==> config.mk <==
export PLATFORM = sky130hd
export DESIGN_NAME = lsu_bridge
export DESIGN_NICKNAME = d
export VERILOG_FILES = /design/src/rtl/lsu_pkg.sv /design/src/rtl/lsu_align.sv /design/src/rtl/lsu_bridge.sv
export SDC_FILE = /design/constraint.sdc
export NUM_CORES = 1
export LEC_CHECK = 0
export BUFFER_PORTS_ARGS = -buffer_cell sky130_fd_sc_hd__buf_2
export CORE_MARGIN = 5
export CORE_UTILIZATION = 51
export DETAILED_ROUTE_END_ITERATION = 6
export HOLD_SLACK_MARGIN = 0.06
export PLACE_DENSITY = 0.82
export SLEW_MARGIN = 20
export SYNTH_ARGS = -nofsm -noshare
export SYNTH_HDL_FRONTEND = slang
export SYNTH_HIERARCHICAL = 1
export SYNTH_SLANG_ARGS = --single-unit
export TNS_END_PERCENT = 20
==> constraint.sdc <==
create_clock -name i_clk -period 2.3 [get_ports i_clk]
set_clock_uncertainty 0.05 [all_clocks]
set_input_delay 0.46 -clock i_clk [delete_from_list [all_inputs] [get_ports i_clk]]
set_output_delay 0.46 -clock i_clk [all_outputs]
set_load 0.01 [all_outputs]
==> src/rtl/lsu_pkg.sv <==
// Shared types for the load/store bridge: FSM state encoding, RV32I funct3 codes
// and small decode helpers used by lsu_bridge and lsu_align.
package lsu_pkg;

    typedef enum logic [1:0] {
        ST_IDLE = 2'd0,
        ST_REQ  = 2'd1,
        ST_WAIT = 2'd2,
        ST_RESP = 2'd3
    } state_t;

    localparam logic [2:0] F3_B  = 3'b000;
    localparam logic [2:0] F3_H  = 3'b001;
    localparam logic [2:0] F3_W  = 3'b010;
    localparam logic [2:0] F3_BU = 3'b100;
    localparam logic [2:0] F3_HU = 3'b101;

    function automatic logic f3_legal(input logic wen, input logic [2:0] funct3);
        if (wen)
            return funct3 inside {F3_B, F3_H, F3_W};
        return funct3 inside {F3_B, F3_H, F3_W, F3_BU, F3_HU};
    endfunction

    // Size lives in funct3[1:0]: 00 byte, 01 half, 10 word.
    function automatic logic misaligned(input logic [2:0] funct3, input logic [1:0] lo);
        case (funct3[1:0])
            2'b01:   return lo[0];
            2'b10:   return lo != 2'b00;
            default: return 1'b0;
        endcase
    endfunction

    function automatic logic [1:0] force_align(input logic [2:0] funct3, input logic [1:0] lo);
        case (funct3[1:0])
            2'b01:   return {lo[1], 1'b0};
            2'b10:   return 2'b00;
            default: return lo;
        endcase
    endfunction

endpackage

==> src/rtl/lsu_align.sv <==
// Combinational byte-lane logic: write mask, store data lane shift and load
// data shift plus sign/zero extension.
module lsu_align
    import lsu_pkg::*;
(
    input  logic [1:0]  offset,
    input  logic [2:0]  funct3,
    input  logic [31:0] wdata,
    input  logic [31:0] rdata,
    output logic [3:0]  mask,
    output logic [31:0] wdata_lane,
    output logic [31:0] load_data
);

    logic [31:0] shifted;

    always_comb begin
        // NOTE: every output gets a default before the case so no path can infer a latch.
        shifted    = rdata >> {offset, 3'b000};
        wdata_lane = wdata << {offset, 3'b000};
        mask       = 4'b1111;
        load_data  = shifted;
        case (funct3[1:0])
            2'b00: begin
                mask      = 4'b0001 << offset;
                load_data = funct3[2] ? {24'h0, shifted[7:0]}
                                      : {{24{shifted[7]}}, shifted[7:0]};
            end
            2'b01: begin
                mask      = offset[1] ? 4'b1100 : 4'b0011;
                load_data = funct3[2] ? {16'h0, shifted[15:0]}
                                      : {{16{shifted[15]}}, shifted[15:0]};
            end
            default: begin
                mask      = 4'b1111;
                load_data = shifted;
            end
        endcase
    end

endmodule

==> src/rtl/lsu_bridge.sv <==
// Single-outstanding load/store bridge between the pipeline and a ready/valid memory port.
// Optional build macro LSU_MISALIGN_TRAP_EN: trap misaligned half/word accesses instead of aligning them down.
module lsu_bridge
    import lsu_pkg::*;
#(
    parameter int WAIT_LIMIT = 0
) (
    input  logic        i_clk,
    input  logic        i_rst,
    input  logic        i_req_valid,
    output logic        o_req_ready,
    input  logic [31:0] i_req_addr,
    input  logic        i_req_wen,
    input  logic [2:0]  i_req_funct3,
    input  logic [31:0] i_req_wdata,
    output logic        o_rsp_valid,
    output logic [31:0] o_rsp_rdata,
    output logic        o_rsp_trap,
    output logic [31:0] o_mem_addr,
    output logic        o_mem_ren,
    output logic        o_mem_wen,
    output logic [31:0] o_mem_wdata,
    output logic [3:0]  o_mem_mask,
    input  logic        i_mem_ready,
    input  logic        i_mem_valid,
    input  logic [31:0] i_mem_rdata
);

    state_t      state, state_next;
    logic [31:0] addr_q;
    logic        wen_q;
    logic [2:0]  f3_q;
    logic [31:0] wdata_q;
    logic [31:0] cnt;
    logic        trap_q;
    logic [31:0] rdata_q;

    logic        acc_trap;
    logic [1:0]  acc_lo;
    logic        timeout;
    logic [3:0]  mask;
    logic [31:0] wdata_lane;
    logic [31:0] load_data;

`ifdef LSU_MISALIGN_TRAP_EN
    assign acc_trap = !f3_legal(i_req_wen, i_req_funct3) || misaligned(i_req_funct3, i_req_addr[1:0]);
    assign acc_lo   = i_req_addr[1:0];
`else
    assign acc_trap = !f3_legal(i_req_wen, i_req_funct3);
    assign acc_lo   = force_align(i_req_funct3, i_req_addr[1:0]);
`endif

    // The counter runs from the first REQ cycle, so the limit covers REQ and WAIT together.
    assign timeout = (WAIT_LIMIT != 0) && (state == ST_REQ || state == ST_WAIT)
                     && (cnt == 32'(WAIT_LIMIT));

    lsu_align u_align (
        .offset     (addr_q[1:0]),
        .funct3     (f3_q),
        .wdata      (wdata_q),
        .rdata      (i_mem_rdata),
        .mask       (mask),
        .wdata_lane (wdata_lane),
        .load_data  (load_data)
    );

    always_ff @(posedge i_clk) begin
        // NOTE: sequential state uses non-blocking assignments only, so every register sees pre-edge values.
        if (i_rst) begin
            // NOTE: all registers are reset; outputs are gated by state anyway, but this keeps X out of simulation.
            state   <= ST_IDLE;
            addr_q  <= '0;
            wen_q   <= 1'b0;
            f3_q    <= '0;
            wdata_q <= '0;
            cnt     <= '0;
            trap_q  <= 1'b0;
            rdata_q <= '0;
        end else begin
            state <= state_next;
            case (state)
                ST_IDLE: begin
                    if (i_req_valid) begin
                        addr_q  <= {i_req_addr[31:2], acc_lo};
                        wen_q   <= i_req_wen;
                        f3_q    <= i_req_funct3;
                        wdata_q <= i_req_wdata;
                        cnt     <= '0;
                        trap_q  <= acc_trap;
                        rdata_q <= '0;
                    end
                end
                ST_REQ, ST_WAIT: begin
                    cnt <= cnt + 32'd1;
                    if (timeout)
                        trap_q <= 1'b1;
                    else if (state == ST_WAIT && i_mem_valid)
                        rdata_q <= load_data;
                end
                default: ;
            endcase
        end
    end

    always_comb begin
        state_next  = state;
        o_req_ready = 1'b0;
        o_mem_ren   = 1'b0;
        o_mem_wen   = 1'b0;
        o_mem_addr  = '0;
        o_mem_mask  = '0;
        o_mem_wdata = '0;
        o_rsp_valid = 1'b0;
        o_rsp_rdata = '0;
        o_rsp_trap  = 1'b0;
        case (state)
            ST_IDLE: begin
                o_req_ready = 1'b1;
                if (i_req_valid)
                    state_next = acc_trap ? ST_RESP : ST_REQ;
            end
            ST_REQ: begin
                o_mem_ren   = !wen_q && !timeout;
                o_mem_wen   = wen_q && !timeout;
                o_mem_addr  = {addr_q[31:2], 2'b00};
                o_mem_mask  = mask;
                o_mem_wdata = wdata_lane;
                if (timeout)
                    state_next = ST_RESP;
                else if (i_mem_ready)
                    state_next = wen_q ? ST_RESP : ST_WAIT;
            end
            ST_WAIT: begin
                if (timeout || i_mem_valid)
                    state_next = ST_RESP;
            end
            ST_RESP: begin
                o_rsp_valid = 1'b1;
                o_rsp_rdata = rdata_q;
                o_rsp_trap  = trap_q;
                state_next  = ST_IDLE;
            end
            default: state_next = ST_IDLE;
        endcase
    end

endmodule

==> results of run 1 <==
synth_stat cells:
master	count
sky130_fd_sc_hd__nor2_1	13
sky130_fd_sc_hd__o21ai_1	5
sky130_fd_sc_hd__a211oi_1	15
sky130_fd_sc_hd__mux2_2	10
sky130_fd_sc_hd__nand3_1	16
sky130_fd_sc_hd__buf_4	9
sky130_fd_sc_hd__a22oi_2	1
sky130_fd_sc_hd__inv_1	5
sky130_fd_sc_hd__a21oi_1	131
sky130_fd_sc_hd__a221oi_1	2
sky130_fd_sc_hd__o211ai_1	2
sky130_fd_sc_hd__dfxtp_1	103
sky130_fd_sc_hd__nand2_1	160
sky130_fd_sc_hd__a221oi_4	1
sky130_fd_sc_hd__or2_2	8
sky130_fd_sc_hd__nor4_1	1
sky130_fd_sc_hd__buf_1	10
sky130_fd_sc_hd__buf_6	9
sky130_fd_sc_hd__buf_2	23
sky130_fd_sc_hd__and3_1	1
sky130_fd_sc_hd__o2111ai_1	1
sky130_fd_sc_hd__a21boi_4	1
sky130_fd_sc_hd__o21ai_0	35
sky130_fd_sc_hd__and2_1	109
sky130_fd_sc_hd__a31oi_1	1
sky130_fd_sc_hd__a32oi_1	1
sky130_fd_sc_hd__mux2_4	1
sky130_fd_sc_hd__nor3b_2	1
sky130_fd_sc_hd__conb_1	1
sky130_fd_sc_hd__nand3b_1	1
sky130_fd_sc_hd__clkbuf_1	25
sky130_fd_sc_hd__xor2_1	1
sky130_fd_sc_hd__nand4b_1	32
sky130_fd_sc_hd__and4b_1	1
sky130_fd_sc_hd__nor3_1	3
sky130_fd_sc_hd__nor2b_1	20
sky130_fd_sc_hd__mux2i_1	24
sky130_fd_sc_hd__nand2b_1	5
sky130_fd_sc_hd__nand3_2	2
sky130_fd_sc_hd__o21bai_1	5
sky130_fd_sc_hd__ha_1	8
sky130_fd_sc_hd__a311oi_1	1
layer usage:
| layer | wire, um | GRT usage [%] | share of wire [%] | up-vias |
|---|---|---|---|---|
| met3 | 1747 | 8.626 | 9.9 | 38 |
| li1 | - | - | - | 3041 |
| met1 | 7022 | 29.05 | 40 | 2838 |
| met2 | 8464 | 40.69 | 48 | 288 |
| met5 | 21 | 0 | 0.12 | - |
| met4 | 426 | 7.676 | 2.4 | 4 |
power by group through the flow:
stage          Sequential, W  Combinational [W]  Clock [W]
2_1_floorplan        0.00239            0.00266          0
3_3_place_gp         0.00248            0.00324          0
3_5_place_dp         0.00250            0.00329          0
4_1_cts              0.00246            0.00331    0.00169
5_1_grt              0.00252            0.00370    0.00177
6_report             0.00247            0.00333    0.00166
repair_timing:
action                                  in CTS  in global routing
hold endpoints to repair                     0                  0
endpoints found under the setup margin       0                 30
resized for setup                            0                  6
buffers inserted                             0                  0
worst reg2reg max path: stages (launching register included):
cell                      delay, ns
sky130_fd_sc_hd__dfxtp_1       0.33
sky130_fd_sc_hd__inv_1         0.15
sky130_fd_sc_hd__ha_1          0.29
sky130_fd_sc_hd__and2_2        0.43
sky130_fd_sc_hd__buf_4         0.32
sky130_fd_sc_hd__nand2_1       0.10
sky130_fd_sc_hd__a21oi_1       0.16
area by class of cell:
class / count / area share (%)
multi-input cells: 621 / 48.30
clock inverters: 5 / 1.090
inverters: 5 / 0.2516
well taps: 143 / 2.398
flip-flops and latches: 103 / 27.70
clock buffers: 10 / 3.203
repair buffers: 230 / 17.06
registers in the layout, indices dropped and copies added, names as in the netlist:
name	flops
rdata_q	32
wdata_q	32
trap_q	1
f3_q	3
state	2
addr_q	32
wen_q	1
through the flow:
step | instances | utilization [%] | hold WS [ns]
after global routing | 1117 | 64.51 | 0.2812
after floorplan | 805 | - | 0.3817
after detailed placement | 1102 | 61.58 | 0.3917
final | 1117 | 64.51 | 0.2887
after global placement | 1102 | 61.58 | 0.3867
after CTS | 1117 | 64.35 | 0.2761
kinds of logic after synthesis:
family	Yosys count
simple gates	373
buf+inv	81
fa+ha+maj	8
xor+xnor	1
flops	103
compound gates	202
mux	35
other cells	1
worst min-delay path by stage:
stage                              from                       end
3_5_place_dp   wdata_q[24]$_SDFFE_PP0P_  wdata_q[24]$_SDFFE_PP0P_
2_1_floorplan   addr_q[10]$_SDFFE_PP0P_   addr_q[10]$_SDFFE_PP0P_
3_3_place_gp     addr_q[5]$_SDFFE_PP0P_    addr_q[5]$_SDFFE_PP0P_
4_1_cts                   i_req_addr[5]    addr_q[5]$_SDFFE_PP0P_
6_report                i_req_wdata[27]  wdata_q[27]$_SDFFE_PP0P_
5_1_grt                  i_req_addr[19]   addr_q[19]$_SDFFE_PP0P_
==> insert_results.sql, run 1 <==
INSERT INTO impl_metrics (metric_group, metric, value, unit) VALUES
('status', 'run_status', 'finished clean', ''),
('floorplan', 'start_util', '52.58', '%'),
('floorplan', 'chipWidth', '119.2', 'um'),
('sta', 'worst_slew_pin_slew', '0.5079', 'ns'),
('power', 'worst_vdd_drop', '0.7709', 'mV'),
('yosys', 'synth_top_family_by_area', 'simple AND/OR/NAND/NOR gates', ''),
('critical_path', 'max_stage_delay', '0.41', 'ns'),
('sta', 'number_of_hold_slack_violations_in_the_final_timing_report', '0', ''),
('route', 'drc', '0', ''),
('yosys', 'synth-compound-area-share', '18.56', '%'),
('yosys', 'netlist.area_leader.share', '33.91', '%'),
('route', 'wirelength_routed', '17680', 'um'),
('global_routing', 'sum_of_overflow_across_all_layers_after_global_routing', '0', ''),
('critical_path', 'endpoint', 'o_mem_wdata[27]', ''),
('finish', 'register_area', '2067', 'um^2'),
('sta', 'tns', '0', 'ns'),
('finish', 'diodes', '0', ''),
('power', 'netSwitchingPower', '0.002951', 'W'),
('finish', 'mostFrequentLayoutCell', 'sky130_fd_sc_hd__buf_2', ''),
('yosys', 'yosys.cell_types.count', '42', ''),
('power', 'design_power_total', '0.007450', 'W'),
('placed_design', 'io_buffers', '207', ''),
('placed_design', 'dpl-instance-area', '7122', 'um^2'),
('global_routing', 'grt.total_usage', '24.26', '%'),
('sta', 'min_period', '2.186', 'ns'),
('yosys', 'synth_area', '6081', 'um^2'),
('critical_path', 'critPathRequiredTime', '1.79', 'ns'),
('global_routing', 'grt_first_pass_wirelength', '28680', 'um'),
('global_routing', 'maximum_number_of_pins_on_one_net_before_global_route_repair', '65', ''),
('finish', 'final_cell_mix', 'sky130_fd_sc_hd__buf_2 (206), sky130_fd_sc_hd__nand2_1 (159), sky130_fd_sc_hd__a21oi_1 (131)', ''),
('power', 'p_comb_share', '44.7', '%'),
('clocking', 'cts.root.buffer_cell', 'sky130_fd_sc_hd__clkbuf_16', ''),
('yosys', 'synth.largest_area_cell', 'sky130_fd_sc_hd__dfxtp_1', ''),
('critical_path', 'crit_path_start', 'addr_q[1]$_SDFFE_PP0P_', ''),
('yosys', 'synth.yosys.warnings', '6', ''),
('sta', 'timing.final.setup_violations', '0', ''),
('sta', 'rsz0062_at_grt', 'false', ''),
('clocking', 'cts_num_sinks', '103', ''),
('critical_path', 'worstRegToRegCells', '6', ''),
('power', 'pwr_density_cell', '998.5', 'nW/um^2'),
('clocking', 'clk-insertion-delay-late', '0.35', 'ns'),
('route', 'first_pass_iters', '6', ''),
('critical_path', 'r2r_slack', '0.39', 'ns'),
('sta', 'final_critical_path_setup_slack', '0.1137', 'ns'),
('clocking', 'tritoncts', 'done', ''),
('global_routing', 'antenna_found_initial', '2', ''),
('power', 'cellLeakagePower', '3.323', 'nW'),
('yosys', 'synthAdderAreaFrac', '1.646', '%'),
('placed_design', 'globalplace.congestion', '0.8974', ''),
('finish', 'finalNetCount', '1083', ''),
('power', 'share_clk_of_total_power', '22.2', '%'),
('clocking', 'clockBufferDepth', '2', ''),
('critical_path', 'worst_path_dominant_cell_family', 'flip-flops', ''),
('placed_design', 'dp_slack', '0.4069', 'ns'),
('placed_design', 'post-dp-hpwl', '12490', 'um'),
('floorplan', 'die_area', '14210', 'um^2'),
('sta', 'relSlewSlack', '66.07', '%'),
('critical_path', 'worstReg2RegEnd', 'addr_q[28]$_SDFFE_PP0P_', ''),
('floorplan', 'io_pins', '210', ''),
('critical_path', 'r2r-start', 'state[0]$_SDFFE_PP0P_', ''),
('critical_path', 'crit_fanout', '25', ''),
('route', 'routed_via_density', '5.559', ''),
('clocking', 'clk_transition_reported_paths', '0.07', 'ns'),
('yosys', 'syn_area_per_cell', '7.563', 'um^2'),
('route', 'vias', '6209', ''),
('sta', 'fmax', '457.4', 'MHz'),
('hold_path', 'worst_hold_path.num_cells', '3', ''),
('yosys', 'post_synth_and_or_nand_nor_area_fraction', '32.49', '%'),
('finish', 'area_taken_by_multi_input_logic_gates', '3603', 'um^2'),
('critical_path', 'critical_path_buf_inv_count', '2', ''),
('yosys', 'synth_cells', '804', '');
No activity file was read; power rests on OpenSTA's default activity.
==> run 2, diff against run 1 <==
Settings changed: ABC_CLOCK_PERIOD_IN_PS set to 2300, GPL_TIMING_DRIVEN set to 0.
==> insert_results.sql, run 2 (same netlist as run 1, synthesis figures left out) <==
INSERT INTO impl_metrics (metric_group, metric, value, unit) VALUES
('status', 'run_status', 'finished clean', ''),
('critical_path', 'end_kind', 'output port', ''),
('global_routing', 'grt_first_pass_wirelength', '30530', 'um'),
('clocking', 'cts_max_level', '3', ''),
('power', 'cellLeakagePower', '3.495', 'nW'),
('floorplan', 'num_rows', '39', ''),
('power', 'pwr_density_cell', '1008', 'nW/um^2'),
('sta', 'fmax', '440.4', 'MHz'),
('sta', 'slew_violations', '0', ''),
('critical_path', 'worst_path_arrival_time', '1.76', 'ns'),
('clocking', 'clk_transition_reported_paths', '0.08', 'ns'),
('floorplan', 'start_util', '52.58', '%'),
('sta', 'tns', '0', 'ns'),
('critical_path', 'critical_path_buf_inv_count', '4', ''),
('critical_path', 'critPathRequiredTime', '1.79', 'ns'),
('clocking', 'cts_num_sinks', '103', ''),
('critical_path', 'path_cells', 'buf_6 -> buf_12 -> buf_2 -> o21bai_1 -> and2_1 -> buf_2', ''),
('sta', 'number_of_hold_slack_violations_in_the_final_timing_report', '0', ''),
('global_routing', 'groute.layer.met1.usage', '31.58', '%'),
('finish', 'final_cell_mix', 'sky130_fd_sc_hd__buf_2 (224), sky130_fd_sc_hd__nand2_1 (160), sky130_fd_sc_hd__a21oi_1 (131)', ''),
('route', 'first_pass_iters', '5', ''),
('hold_path', 'worstHoldPathType', 'in2reg', ''),
('power', 'design_power_total', '0.007849', 'W'),
('sta', 'fin_crit_share', '98.74', '%'),
('global_routing', 'global_routing_usage_on_met2', '45.35', '%'),
('finish', 'area_growth_syn_to_layout', '28.00', '%'),
('placed_design', 'dp_cells', '1154', ''),
('placed_design', 'io_buffers', '206', ''),
('floorplan', 'die_area', '14210', 'um^2'),
('clocking', 'clockBufferDepth', '2', ''),
('global_routing', 'sum_of_overflow_across_all_layers_after_global_routing', '0', ''),
('finish', 'diodes', '0', ''),
('floorplan', 'chipHeight', '119.2', 'um'),
('finish', 'finalNetCount', '1137', ''),
('finish', 'drive_gt1_share', '30.42', '%'),
('clocking', 'cts.root.buffer_cell', 'sky130_fd_sc_hd__clkbuf_16', ''),
('clocking', 'tritoncts', 'done', ''),
('global_routing', 'maximum_number_of_pins_on_one_net_before_global_route_repair', '20', ''),
('critical_path', 'timing.setup.critical_path_class', 'reg2out', ''),
('route', 'vias', '6425', ''),
('finish', 'final-instance-count-excl-fill', '1172', ''),
('route', 'drtIter0Drc', '543', ''),
('placed_design', 'post-dp-hpwl', '14890', 'um'),
('critical_path', 'worst_path_dominant_cell_family', 'buffers and inverters', ''),
('critical_path', 'timing.critical_path.mode_cell', 'sky130_fd_sc_hd__buf_2', ''),
('critical_path', 'critical-path-slowest-cell', 'sky130_fd_sc_hd__dfxtp_2', ''),
('sta', 'worst_slew_pin_slew', '0.5919', 'ns'),
('clocking', 'clk-insertion-delay-late', '0.35', 'ns'),
('critical_path', 'max_stage_delay', '0.37', 'ns'),
('sta', 'min_period', '2.271', 'ns'),
('global_routing', 'top_usage_layer', 'met2', ''),
('clocking', 'cts_buffers', '9', ''),
('sta', 'rsz0062_at_grt', 'true', ''),
('finish', 'mostFrequentLayoutCell', 'sky130_fd_sc_hd__buf_2', ''),
('route', 'wirelength_routed', '19590', 'um'),
('route', 'routed_wire_length_per_instance', '16.72', 'um'),
('sta', 'relSlewSlack', '59.41', '%'),
('route', 'drc', '0', ''),
('power', 'worst_vdd_drop', '0.5945', 'mV'),
('global_routing', 'grt.met3_usage', '7.346', '%'),
('route', 'ant_nets', '0', ''),
('job', 'max_cap_violations', '0', ''),
('finish', 'final_core_utilization', '67.31', '%'),
('floorplan', 'io_pins', '210', ''),
('finish', 'largest_registers', 'addr_q (32), rdata_q (32), wdata_q (32)', ''),
('route', 'routed_via_density', '5.482', ''),
('global_routing', 'antenna_found_initial', '1', ''),
('sta', 'timing.final.setup_violations', '0', ''),
('floorplan', 'chipWidth', '119.2', 'um'),
('placed_design', 'globalplace.congestion', '0.9626', ''),
('global_routing', 'grt_pass1_vias', '6177', ''),
('floorplan', 'core', '11560', 'um^2'),
('critical_path', 'crit_fanout', '19', ''),
('finish', 'post-route-cell-area', '7784', 'um^2'),
('global_routing', 'grt.total_usage', '26.20', '%'),
('placed_design', 'dpl-instance-area', '7295', 'um^2'),
('critical_path', 'start_kind', 'flip-flop', '');
## run 2: what timing repair did
| item | CTS | global route |
|---|---|---|
| gates resized for setup | 32 | 34 |
| endpoints found under the setup margin | 70 | 85 |
| setup buffers | 0 | 2 |
| gates cloned | 0 | 1 |
| hold buffers | 0 | 0 |
## run 2: layout make-up
cell class | instances | area (um^2)
tap | 143 | 178.9
inverter | 5 | 18.77
clock buffer | 10 | 229.0
timing repair buffer | 209 | 1051
clock inverter | 6 | 76.32
sequential | 103 | 2068
buffer | 75 | 521.8
fill | 1036 | 3781
multi-input combinational | 621 | 3640
## run 2: power breakdown
part	switching, W	leakage [nW]	internal [W]
Sequential	0.000246	0.843	0.00221
Combinational	0.00224	2.50	0.00156
Clock	0.000729	0.150	0.000865
## run 2: per-stage QoR
step	setup slack (ns)	hold WS, ns
3_3_place_gp	-0.2000	0.3869
4_1_cts	0.0004298	0.2843
3_5_place_dp	-0.1668	0.3921
2_1_floorplan	0.4714	0.3817
6_report	0.02908	0.2870
5_1_grt	-0.02883	0.2839
## run 2: per-layer routing
metal,share of wire [%],vias to the layer above
met5,0.10,-
li1,-,3156
met1,40,2953
met4,2.3,2
met3,9.0,41
met2,49,273
## run 2: path summary, 6_finish.rpt
kind	startpoint	slack, ns	end	depth (start not counted)
worst max-delay path	addr_q[1]$_SDFFE_PP0P_	0.03	o_mem_mask[1]	6
worst max register to register	state[0]$_SDFFE_PP0P_	0.18	rdata_q[22]$_SDFFE_PP0P_	7
worst min register to register	addr_q[24]$_SDFFE_PP0P_	0.40	addr_q[24]$_SDFFE_PP0P_	2
worst min-delay path	i_req_addr[11]	0.29	addr_q[11]$_SDFFE_PP0P_	3
## run 2: tightest hold or removal path, delay by kind of cell
kind	cells	cell delay (ns)
buffers and inverters	1	0.09
AO/OA/AOI/OAI	1	0.05
AND/OR/NAND/NOR	1	0.04
